**config.mk**
```make
export PLATFORM = sky130hd
export DESIGN_NAME = sigmoid_pipe
export DESIGN_NICKNAME = d
export VERILOG_FILES = /design/src/rtl/sigmoid_pipe.sv
export SDC_FILE = /design/constraint.sdc
export NUM_CORES = 1
export LEC_CHECK = 0
export ABC_AREA = 1
export CORE_UTILIZATION = 61
export CTS_CLUSTER_SIZE = 25
export DETAILED_ROUTE_END_ITERATION = 10
export GPL_TIMING_DRIVEN = 0
export PLACE_DENSITY = 0.82
export REMOVE_ABC_BUFFERS = 1
export SETUP_SLACK_MARGIN = 0.5
export SLEW_MARGIN = 20
export SYNTH_ARGS = -nofsm -noshare
export SYNTH_HDL_FRONTEND = slang
export SYNTH_SLANG_ARGS = --single-unit
```
**constraint.sdc**
```tcl
create_clock -name clk -period 9.63 [get_ports clk]
set_input_delay 1.926 -clock clk [delete_from_list [all_inputs] [get_ports clk]]
set_output_delay 1.926 -clock clk [all_outputs]
set_load 0.02 [all_outputs]
```
**src/rtl/sigmoid_pipe.sv**
```systemverilog
// sigmoid_pipe: 3-stage pipelined fixed-point logistic sigmoid (quadratic approximation)
// with valid/ready flow control and a pass-through sideband tag.
// Optional feature macro: SIGMOID_TANH_EN adds in_mode (1 = tanh via 2*sigmoid(2x) - 1).
module sigmoid_pipe #(
  parameter int unsigned DATA_W = 32,
  parameter int unsigned FRAC_W = 16,
  parameter int unsigned TAG_W  = 8
) (
  input  logic              clk,
  input  logic              rst_n,
  input  logic              in_valid,
  output logic              in_ready,
  input  logic [DATA_W-1:0] in_data,
  input  logic [TAG_W-1:0]  in_tag,
`ifdef SIGMOID_TANH_EN
  input  logic              in_mode,
`endif
  output logic              out_valid,
  input  logic              out_ready,
  output logic [DATA_W-1:0] out_data,
  output logic [TAG_W-1:0]  out_tag
);

  localparam int unsigned T_W = FRAC_W + 1;
  localparam int unsigned A_W = FRAC_W + 2;
  localparam int unsigned P_W = 2 * FRAC_W + 2;

  localparam logic [DATA_W-1:0]        FOUR_U   = {{(DATA_W-1){1'b0}}, 1'b1} << (FRAC_W + 2);
  localparam logic signed [DATA_W-1:0] FOUR_S   = $signed(FOUR_U);
  localparam logic signed [DATA_W-1:0] NFOUR_S  = $signed(~FOUR_U + {{(DATA_W-1){1'b0}}, 1'b1});
  localparam logic [T_W-1:0]           ONE_T    = {1'b1, {FRAC_W{1'b0}}};
  localparam logic [DATA_W-1:0]        ONE_D    = {{(DATA_W-1){1'b0}}, 1'b1} << FRAC_W;
`ifdef SIGMOID_TANH_EN
  localparam logic [DATA_W-1:0]        MAX_D    = {1'b0, {(DATA_W-1){1'b1}}};
  localparam logic [DATA_W-1:0]        MIN_D    = {1'b1, {(DATA_W-1){1'b0}}};
`endif

  logic en;

  // stage 1 registers
  logic             s1_valid;
  logic             s1_sign;
  logic             s1_sat;
  logic [T_W-1:0]   s1_t;
  logic [TAG_W-1:0] s1_tag;
  // stage 2 registers
  logic             s2_valid;
  logic             s2_sign;
  logic             s2_sat;
  logic [P_W-1:0]   s2_p;
  logic [TAG_W-1:0] s2_tag;
`ifdef SIGMOID_TANH_EN
  logic             s1_mode;
  logic             s2_mode;
`endif

  // stage 1 combinational
  logic signed [DATA_W-1:0] x_c;
  logic                     sat_c;
  logic [A_W-1:0]           a_c;
  logic [T_W-1:0]           t_c;
  // stage 3 combinational
  logic [T_W-1:0]           h_c;
  logic [T_W-1:0]           y_c;
  logic [DATA_W-1:0]        res_c;

  // Whole pipeline advances together whenever the output slot is free or draining.
  assign en       = !out_valid || out_ready;
  assign in_ready = en;

  // Stage 1: optional doubling, saturation classify, t = ONE - |x|/4.
  always_comb begin
    x_c = $signed(in_data);
`ifdef SIGMOID_TANH_EN
    if (in_mode) begin
      if (in_data[DATA_W-1] != in_data[DATA_W-2]) begin
        x_c = in_data[DATA_W-1] ? $signed(MIN_D) : $signed(MAX_D);
      end else begin
        x_c = $signed(in_data << 1);
      end
    end
`endif
    sat_c = (x_c >= FOUR_S) || (x_c <= NFOUR_S);
    // Low bits of the negation equal |x| whenever |x| < FOUR, so no full-width abs is needed.
    a_c   = x_c[DATA_W-1] ? (~x_c[A_W-1:0] + A_W'(1)) : x_c[A_W-1:0];
    t_c   = ONE_T - T_W'(a_c >> 2);
  end

  // Stage 3: halve the square and fold by sign; tanh rescales to 2y - ONE.
  always_comb begin
    h_c = T_W'(s2_p >> (FRAC_W + 1));
    if (s2_sat) begin
      y_c = s2_sign ? '0 : ONE_T;
    end else if (s2_sign) begin
      y_c = h_c;
    end else begin
      y_c = ONE_T - h_c;
    end
    res_c = DATA_W'(y_c);
`ifdef SIGMOID_TANH_EN
    if (s2_mode) begin
      res_c = (DATA_W'(y_c) << 1) - ONE_D;
    end
`endif
  end

  // Pipeline registers; all stages hold (bubbles included) while stalled.
  always_ff @(posedge clk or negedge rst_n) begin
    if (!rst_n) begin
      s1_valid  <= 1'b0;
      s1_sign   <= 1'b0;
      s1_sat    <= 1'b0;
      s1_t      <= '0;
      s1_tag    <= '0;
      s2_valid  <= 1'b0;
      s2_sign   <= 1'b0;
      s2_sat    <= 1'b0;
      s2_p      <= '0;
      s2_tag    <= '0;
      out_valid <= 1'b0;
      out_data  <= '0;
      out_tag   <= '0;
`ifdef SIGMOID_TANH_EN
      s1_mode   <= 1'b0;
      s2_mode   <= 1'b0;
`endif
    end else if (en) begin
      s1_valid  <= in_valid;
      s1_sign   <= x_c[DATA_W-1];
      s1_sat    <= sat_c;
      s1_t      <= t_c;
      s1_tag    <= in_tag;
      s2_valid  <= s1_valid;
      s2_sign   <= s1_sign;
      s2_sat    <= s1_sat;
      s2_p      <= P_W'(s1_t) * P_W'(s1_t);
      s2_tag    <= s1_tag;
      out_valid <= s2_valid;
      out_data  <= res_c;
      out_tag   <= s2_tag;
`ifdef SIGMOID_TANH_EN
      s1_mode   <= in_mode;
      s2_mode   <= s1_mode;
`endif
    end
  end

endmodule
```
==> impl_metrics.py <==
metrics = {
    "route": {
        "drc": 1,
        "avgViaCountPerCell": 5.282,
        "drtPass1Iterations": 11,
        "num_vias": 10670,
        "ant_nets": 0,
        "wl_mm": 29.04,
        "wl_per_cell_um": 14.37,
        "dr.first_iter.drc_count": 613,
    },
    "yosys": {
        "syn_inst": 1713,
        "synth_area_per_cell_sq_um": 7.595,
        "dominantRegCellSynth": "dfrtp_1",
        "yosys.area.top_type_share_pct": 29.24,
        "yosys.area.top_type": "fa_1",
        "synth.area.top_cells": "fa_1, dfrtp_1, nand2_1",
        "async_flop_share_pct": 100.0,
        "yosysWarnings": 0,
        "ys_seq_elements": 82,
        "syn_area_sq_um": 13010,
        "synth-edff-count": 0,
        "synth_cell_types": 42,
        "ys_seq_area_share_pct": 15.77,
    },
    "die": {
        "core_area_sq_um": 20960,
        "chipWidth_um": 148.0,
        "dieArea_sq_um": 21920,
        "die_h_um": 148.0,
        "ioPinCount": 86,
        "num_rows": 53,
        "start_util_pct": 62.09,
    },
    "setup_path": {
        "crit_type": "flop to flop",
        "required_ns": 9.91,
        "worstRegToRegCells": 22,
        "arrival_ns": 6.66,
        "crit_cells": 22,
        "crit_fanout": 19,
        "max_stage_delay_ns": 0.98,
        "path_cells": "nand2_1 > fa_1 > inv_1 > fa_1 > inv_1 > fa_1 > inv_1 > fa_1 > fa_1 > inv_1 > fa_1 > inv_1 > ha_1 > a21oi_1 > o21ai_0 > a21oi_1 > nor2_1 > nor3_1 > nand2_1 > nand2_1 > nand3_1 > nand2_1",
        "path_common_cell": "fa_1",
        "cp-start-kind": "flop",
        "cp_slowest_cell": "dfrtp_1",
        "crit_family": "adder cells",
        "path_buf_inv": 5,
        "endpoint_kind": "flop",
    },
    "hold_path": {
        "hold_path_class": "flop to flop",
        "worst_hold_path.num_cells": 2,
    },
    "grt": {
        "grt.met2_usage_pct": 51.78,
        "grtUsageMet1_pct": 35.66,
        "grt_pass1_vias": 11050,
        "busiest_layer": "met2",
        "grt_pass1_wl_mm": 50.14,
        "grt_max_degree": 72,
        "grt_util_met3_pct": 2.377,
        "antenna_found_initial": 0,
        "grt_util_all_layers_pct": 28.49,
        "grt_overflow": 0,
    },
    "final_layout": {
        "antenna_cells": 0,
        "area_growth_pct": 8.424,
        "instances_no_fill": 2020,
        "fill_cells": 1773,
        "final_layout_size_suffix_gt1_share_pct": 3.496,
        "fin_nets": 2085,
    },
    "sta": {
        "worst_pin_slew_ns": 0.9938,
        "timing.fmax_mhz": 156.8,
        "rsz0062_at_grt": "no",
        "relSlewSlack_pct": 33.75,
        "setup_viol": 0,
        "final-max-slew-violation-count": 0,
        "period_needed_ns": 6.376,
        "fin_worst_skew_ns": 0.004932,
        "hold_viol_final": 0,
        "post-route-period-util_pct": 66.21,
    },
    "clock_network": {
        "clk_latency_ns": 0.34,
        "cts_buffers": 9,
        "clkSlewWorstSetupHoldPaths_ns": 0.06,
        "cts_tree": "built",
        "postCtsSetupBuffers": 0,
        "ctsHoldBuffers": 0,
        "cts_root_buf": "clkbuf_16",
        "cts-htree-levels": 3,
        "clock-sinks": 82,
        "cts_resized": 0,
        "cts_buffer_depth": 2,
    },
    "status": {
        "violations": "DRC",
        "status": "finished with violations",
    },
    "place": {
        "place.gp.congestion": 0.9266,
        "place_hpwl_mm": 23.24,
        "port-buffer-count": 70,
        "dp.cells": 2004,
    },
    "job": {
        "drv_cap": 0,
    },
}
==> per-stage QoR <==
stage	instance area (sq um)	hold slack, ns	worst slack [ns]	util, %	setup TNS, ns
floorplan	12710	0.4198	2.384	-	0
CTS	14110	0.4718	3.298	67.34	0
detailed placement	13830	0.4575	3.336	65.98	0
global placement	13760	0.4276	-0.8437	65.66	-0.8437
finish	14110	0.4647	3.254	67.32	0
global route	14110	0.4899	2.876	67.32	0
==> layer usage <==
layer	vias to the layer above	routed length, um
met4	0	801
met3	57	1205
li1	5168	-
met1	5191	12020
met2	254	15010
met5	-	0
==> tightest hold or removal path: cells and delay by family (launching register included) <==
kind / cells / cell delay [ns]
and+or+nand+nor: 1 / 0.06
DFF: 1 / 0.33
buffers and inverters: 1 / 0.04
==> flip-flops by register name, indices dropped and copies added, names as in the netlist, 8 cells and up <==
signal / cells
out_data: 17
s1_t: 17
s2_p: 17
out_tag: 8
s1_tag: 8
s2_tag: 8
==> final timing paths <==
check,start,endpoint,slack (ns)
worst max-delay path,s1_t[10],s2_p[28],3.25
worst min-delay path,s2_valid,out_valid,0.46
worst max register to register,s1_t[10],s2_p[28],3.25
worst min register to register,s2_valid,out_valid,0.46
max in group asynchronous,rst_n,s2_p[29],7.45
min in group asynchronous,rst_n,s1_tag[3],1.56
==> Yosys cell counts (4+ instances only) <==
| master | n |
|---|---|
| nor4_1 | 5 |
| xnor2_1 | 6 |
| nor3_1 | 13 |
| a31oi_1 | 5 |
| inv_2 | 6 |
| xor2_1 | 13 |
| inv_1 | 384 |
| clkbuf_1 | 43 |
| nand2_2 | 9 |
| nor2_4 | 5 |
| a32o_1 | 4 |
| o21ai_0 | 63 |
| a21o_1 | 5 |
| o21a_1 | 4 |
| nor2_1 | 94 |
| ha_1 | 111 |
| a21oi_1 | 41 |
| nand4_1 | 10 |
| o21ai_1 | 5 |
| dfrtp_1 | 82 |
| nand2_1 | 465 |
| buf_2 | 6 |
| fa_1 | 190 |
| nand3b_1 | 12 |
| nor2_2 | 7 |
| nand3_1 | 75 |
| o22ai_1 | 4 |
| nand3_2 | 5 |
| buf_1 | 4 |
| o21bai_1 | 6 |
| buf_4 | 16 |
==> layout by cell type (no fill, tap or decap), drive strengths merged <==
master,synthesis,layout
nand3,80,80
a32o,4,4
nor3,14,14
o21bai,6,6
o21ai,69,69
mux2,1,1
o21a,4,4
a21oi,41,41
clkinv,0,2
a31oi,5,5
fa,190,190
conb,1,15
a21o,5,5
xnor2,6,6
o311ai,1,1
nand4,10,10
clkbuf,43,9
ha,111,111
nor2,106,106
nand2,474,474
a21boi,2,2
nor4,5,5
nand3b,13,13
xor2,13,13
or2,2,2
o22ai,4,4
inv,390,394
clkinvlp,0,1
a31o,1,1
dfrtp,82,82
clkdlybuf4s50,0,68
buf,28,5
and3,2,2
==> cell families after synthesis <==
group,synth area share (%)
AO/OA/AOI/OAI,6.117
other,0.02882
multiplexers,0.08655
XOR/XNOR,1.279
AND/OR/NAND/NOR,22.87
flip-flops,15.77
adder cells (fa/ha/maj),39.91
buffers and inverters,13.94
==> area by class of cell <==
class	instances	area, sq um	area share (%)
flip-flops and latches	82	2052	14.55
inverters	390	1466	10.40
clock buffers	9	225.2	1.597
multi-input cells	1184	9205	65.26
clock inverters	7	60.06	0.4258
well taps	275	344.1	2.439
repair buffers	73	753.2	5.340
Power is not shown: default switching activity piles up to over one toggle a cycle in this logic, so the estimate is an artifact.
==> edit 1, RTL diff (same settings) <==
The option `SIGMOID_TANH_EN` is turned on by a define.
--- a/src/rtl/sigmoid_pipe.sv
+++ b/src/rtl/sigmoid_pipe.sv
@@ -1,6 +1,8 @@
 // sigmoid_pipe: 3-stage pipelined fixed-point logistic sigmoid (quadratic approximation)
 // with valid/ready flow control and a pass-through sideband tag.
 // Optional feature macro: SIGMOID_TANH_EN adds in_mode (1 = tanh via 2*sigmoid(2x) - 1).
+`define SIGMOID_TANH_EN
+
 module sigmoid_pipe #(
   parameter int unsigned DATA_W = 32,
   parameter int unsigned FRAC_W = 16,
Interface: changed (added in_mode); port bits go from 86 to 87. No check against the original RTL was run, so the function may have changed too.
==> edit 1 against the unedited design <==
- wire length up 8.6%
- via count up 9.3%
- worst setup slack worse by 140 ps
- largest cell class unchanged
- critical endpoint is now s2_p[27]$_DFFE_PN0P_
- design area up 7.5%
- sequential cell count up 4
- global-route usage up 0.59 points
- synthesized area up 7.3%
Power is left out: the tool's default activity adds up to more than one toggle a clock period on the data nets, which glitch-free logic cannot reach.
==> edit 1: results <==
group,metric,value,unit
critical_path,reg2reg_to,"s2_p[27]$_DFFE_PN0P_",
synthesis,synth_compound_area_share,7.67,%
worst_hold_path,whs_endpoint,"out_tag[3]$_DFFE_PN0P_",
global_routing,groute.layer.met1.usage,34.4,%
worst_hold_path,hold_path_startpoint,"s2_tag[3]$_DFFE_PN0P_",
critical_path,register_to_register_setup_slack,3120,ps
synthesis,post_synth_num_cell_types,49,
synthesis,yosys-mux-area-fraction,0.0807,%
global_routing,pin_count_of_the_biggest_net_entering_global_routing,73,
routing,dr_wl_met3,1.61,mm
routing,drt-met1-wl,12.7,mm
routing,detail_route.first_pass.iterations,5,
final_layout,fillerInstances,1835,
sta,whs,470,ps
global_routing,met2_usage,54.1,%
place,detailed_place_hpwl,25.5,mm
synthesis,synth-adder-area-share,37.5,%
critical_path,setup.worst_path.start,"s1_t[5]$_DFFE_PN0P_",
routing,detail_route.wl_per_cell,14.4,microns
final_layout,layout-drive-gt1-share,4.10,%
synthesis,yosys-top-cells-area,"sky130_fd_sc_hd__fa_1, sky130_fd_sc_hd__dfrtp_1, sky130_fd_sc_hd__nand2_1, sky130_fd_sc_hd__inv_1, sky130_fd_sc_hd__ha_1",
global_routing,grt.met3_usage,3.66,%
routing,final_wl,31.5,mm
global_routing,track_usage,29.1,%
synthesis,seq_area_frac_synth,15.4,%
synthesis,netlist_instances,1882,
place,placed_cells_incl_taps,2167,
synthesis,synth-xor-area-share,1.38,%
critical_path,critPathArrivalTime,6710,ps
outcome,status,"finished, final reports clean",
critical_path,rr_worst_depth,20,
critical_path,worst_path_largest_cell_delay,1020,ps
routing,avgViaCountPerCell,5.34,
sta,max_slew.worst_pin.slew,1030,ps
place,buffer_ports.inserted,86,
[edit 1: cell types whose count changed after synthesis, sizes merged, moves of 12 or more]
cell	delta
clkbuf	+13
o221ai	+12
nand2	+41
o21ai	+18
inv	+40
[edit 1: area by class of cell]
class	instances	area, sq um	area share (%)
clock buffers	9	225	1.48
multi-input cells	1278	9760	64.4
flip-flops and latches	86	2150	14.2
repair buffers	91	975	6.43
clock inverters	7	72.6	0.478
inverters	432	1630	10.8
well taps	280	350	2.31
[edit 1: through the flow]
| stage | setup WS (ps) | setup TNS [ps] |
|---|---|---|
| floorplan | 2220 | 0 |
| global placement | -1150 | -1150 |
| detailed placement | 3150 | 0 |
| CTS | 3150 | 0 |
| global route | 2780 | 0 |
| finish | 3120 | 0 |
[edit 1: kinds of logic (layout without fill, tap and decap cells)]
group           after synthesis  after routing
simple gates                763            763
buf+inv                     518            539
fa+ha+maj                   304            304
compound gates              188            188
flops                        86             86
xor+xnor                     22             22
mux                           1              1
==> edit 2, RTL diff (same settings) <==
Without the edit above. Reset style: synchronous (`rst_n`), changed in one clocked block.
--- a/src/rtl/sigmoid_pipe.sv
+++ b/src/rtl/sigmoid_pipe.sv
@@ -105,7 +105,7 @@
   end
 
   // Pipeline registers; all stages hold (bubbles included) while stalled.
-  always_ff @(posedge clk or negedge rst_n) begin
+  always_ff @(posedge clk) begin
     if (!rst_n) begin
       s1_valid  <= 1'b0;
       s1_sign   <= 1'b0;
Behaviour: not the same (a bounded check fails within 4 cycles, from zero or initial values and one cycle with rst_n low; the reset may be asserted at any time).
==> edit 2 against the unedited design <==
- clock skew decreased by 0.99 ps
- critical path depth increased by 1
- wire length decreased by 1.1%
- hold slack got worse by 0.63 ps
- sequential cell count unchanged
- via count increased by 1.7%
- die area decreased by 0.65%
- design area decreased by 0.90%
- worst setup slack got worse by 120 ps
- synthesized area decreased by 0.66%
- critical path type unchanged
- largest cell class unchanged
Power is left out: it rests on default switching activity, and per cell area and clock period it moved more than threefold.
==> edit 2: results <==
group,metric,value,unit
routing,avgViaCountPerCell,5.22,
critical_path,register_to_register_setup_slack,3140,ps
routing,number_of_vias_in_the_routed_layout,10900,
critical_path,cpMaxStageDelayCell,"sky130_fd_sc_hd__dfxtp_1",
final_layout,layout-drive-gt1-share,3.26,%
final_layout,fillerInstances,1766,
synthesis,synth-adder-area-share,40.2,%
routing,drtIter0Drc,511,
final_layout,share_of_cell_area_taken_by_multi_input_logic_gates,67.0,%
synthesis,synth-xor-area-share,1.15,%
synthesis,synth-async-reset-ratio,0,%
sta,fin_ws,3140,ps
global_routing,pin_count_of_the_biggest_net_entering_global_routing,62,
place,finalWeightedCongestion,0.921,
global_routing,track_usage,28.4,%
synthesis,synth-main-ff-cell,"sky130_fd_sc_hd__dfxtp_1",
outcome,status,"finished, final reports clean",
synthesis,yosys-mux-area-fraction,0.0871,%
synthesis,yosys-top-cells-area,"sky130_fd_sc_hd__fa_1, sky130_fd_sc_hd__dfxtp_1, sky130_fd_sc_hd__inv_1, sky130_fd_sc_hd__nand2_1, sky130_fd_sc_hd__ha_1",
sta,final.setup_skew,3.95,ps
synthesis,post_synth.cell_area_avg,7.23,sq um
global_routing,met2_usage,52.0,%
routing,wl_met2,14.7,mm
global_routing,groute.layer.met1.usage,35.8,%
final_layout,signal_buffer_area_fraction,5.37,%
synthesis,synth.top_cells.by_count,"sky130_fd_sc_hd__inv_1, sky130_fd_sc_hd__nand2_1, sky130_fd_sc_hd__fa_1",
final_layout,num-nonclk-inverters,425,
place,detailed_place_hpwl,23.1,mm
global_routing,number_of_global_route_vias_before_repair,11200,
place,detailedPlace.worstSlack,3240,ps
routing,detail_route.first_pass.iterations,5,
final_layout,clk_buf_instances,10,
global_routing,first_pass_grt_wire_length,50.1,mm
routing,drt-met1-wl,12.3,mm
final_layout,area.sequential,0.00164,sq mm
## edit 2: changes by cell type in the layout (fill, tap and decap cells not counted), moves of 7 or more
cell	unedited run	this run
sky130_fd_sc_hd__nand2_1	465	377
sky130_fd_sc_hd__dfrtp_1	82	0
sky130_fd_sc_hd__dfxtp_1	0	82
sky130_fd_sc_hd__nor2_1	93	143
sky130_fd_sc_hd__inv_1	384	421
sky130_fd_sc_hd__o21ai_0	63	95
sky130_fd_sc_hd__a21oi_1	41	65
sky130_fd_sc_hd__nand3_1	75	91
sky130_fd_sc_hd__nand3b_1	12	5
## edit 2: through the flow
step                hold WS (ps)  instance area [sq um]  setup TNS, ps
finish                       464                  14000              0
global route                 492                  14000              0
CTS                          464                  14000              0
detailed placement           454                  13700              0
global placement             453                  13600           -758
floorplan                    441                  12600              0
## edit 2: worst max-delay path, delay by kind of cell (launching register included)
family,cells,cell delay (ps)
compound gates,3,630
fa+ha+maj,7,3520
buf+inv,6,310
flops,1,1110
simple gates,7,800
## edit 2: kinds of logic (layout without fill, tap and decap cells)
logic type	count (synthesis)	count (layout)
AND/OR/NAND/NOR	674	674
buffers and inverters	506	514
adder cells (fa/ha/maj)	301	301
AO/OA/AOI/OAI	205	205
flip-flops	82	82
XOR/XNOR	17	17
other	1	15
multiplexers	1	1
## edit 2: worst paths after layout
kind | from | end | cells after the start
setup / recovery | s1_t[5]$_SDFFE_PN0P_ | s2_p[28]$_SDFFE_PN0P_ | 23
hold / removal | out_data[14]$_SDFFE_PN0P_ | out_data[14]$_SDFFE_PN0P_ | 2
setup reg to reg | s1_t[5]$_SDFFE_PN0P_ | s2_p[28]$_SDFFE_PN0P_ | 23
hold reg to reg | out_data[14]$_SDFFE_PN0P_ | out_data[14]$_SDFFE_PN0P_ | 2
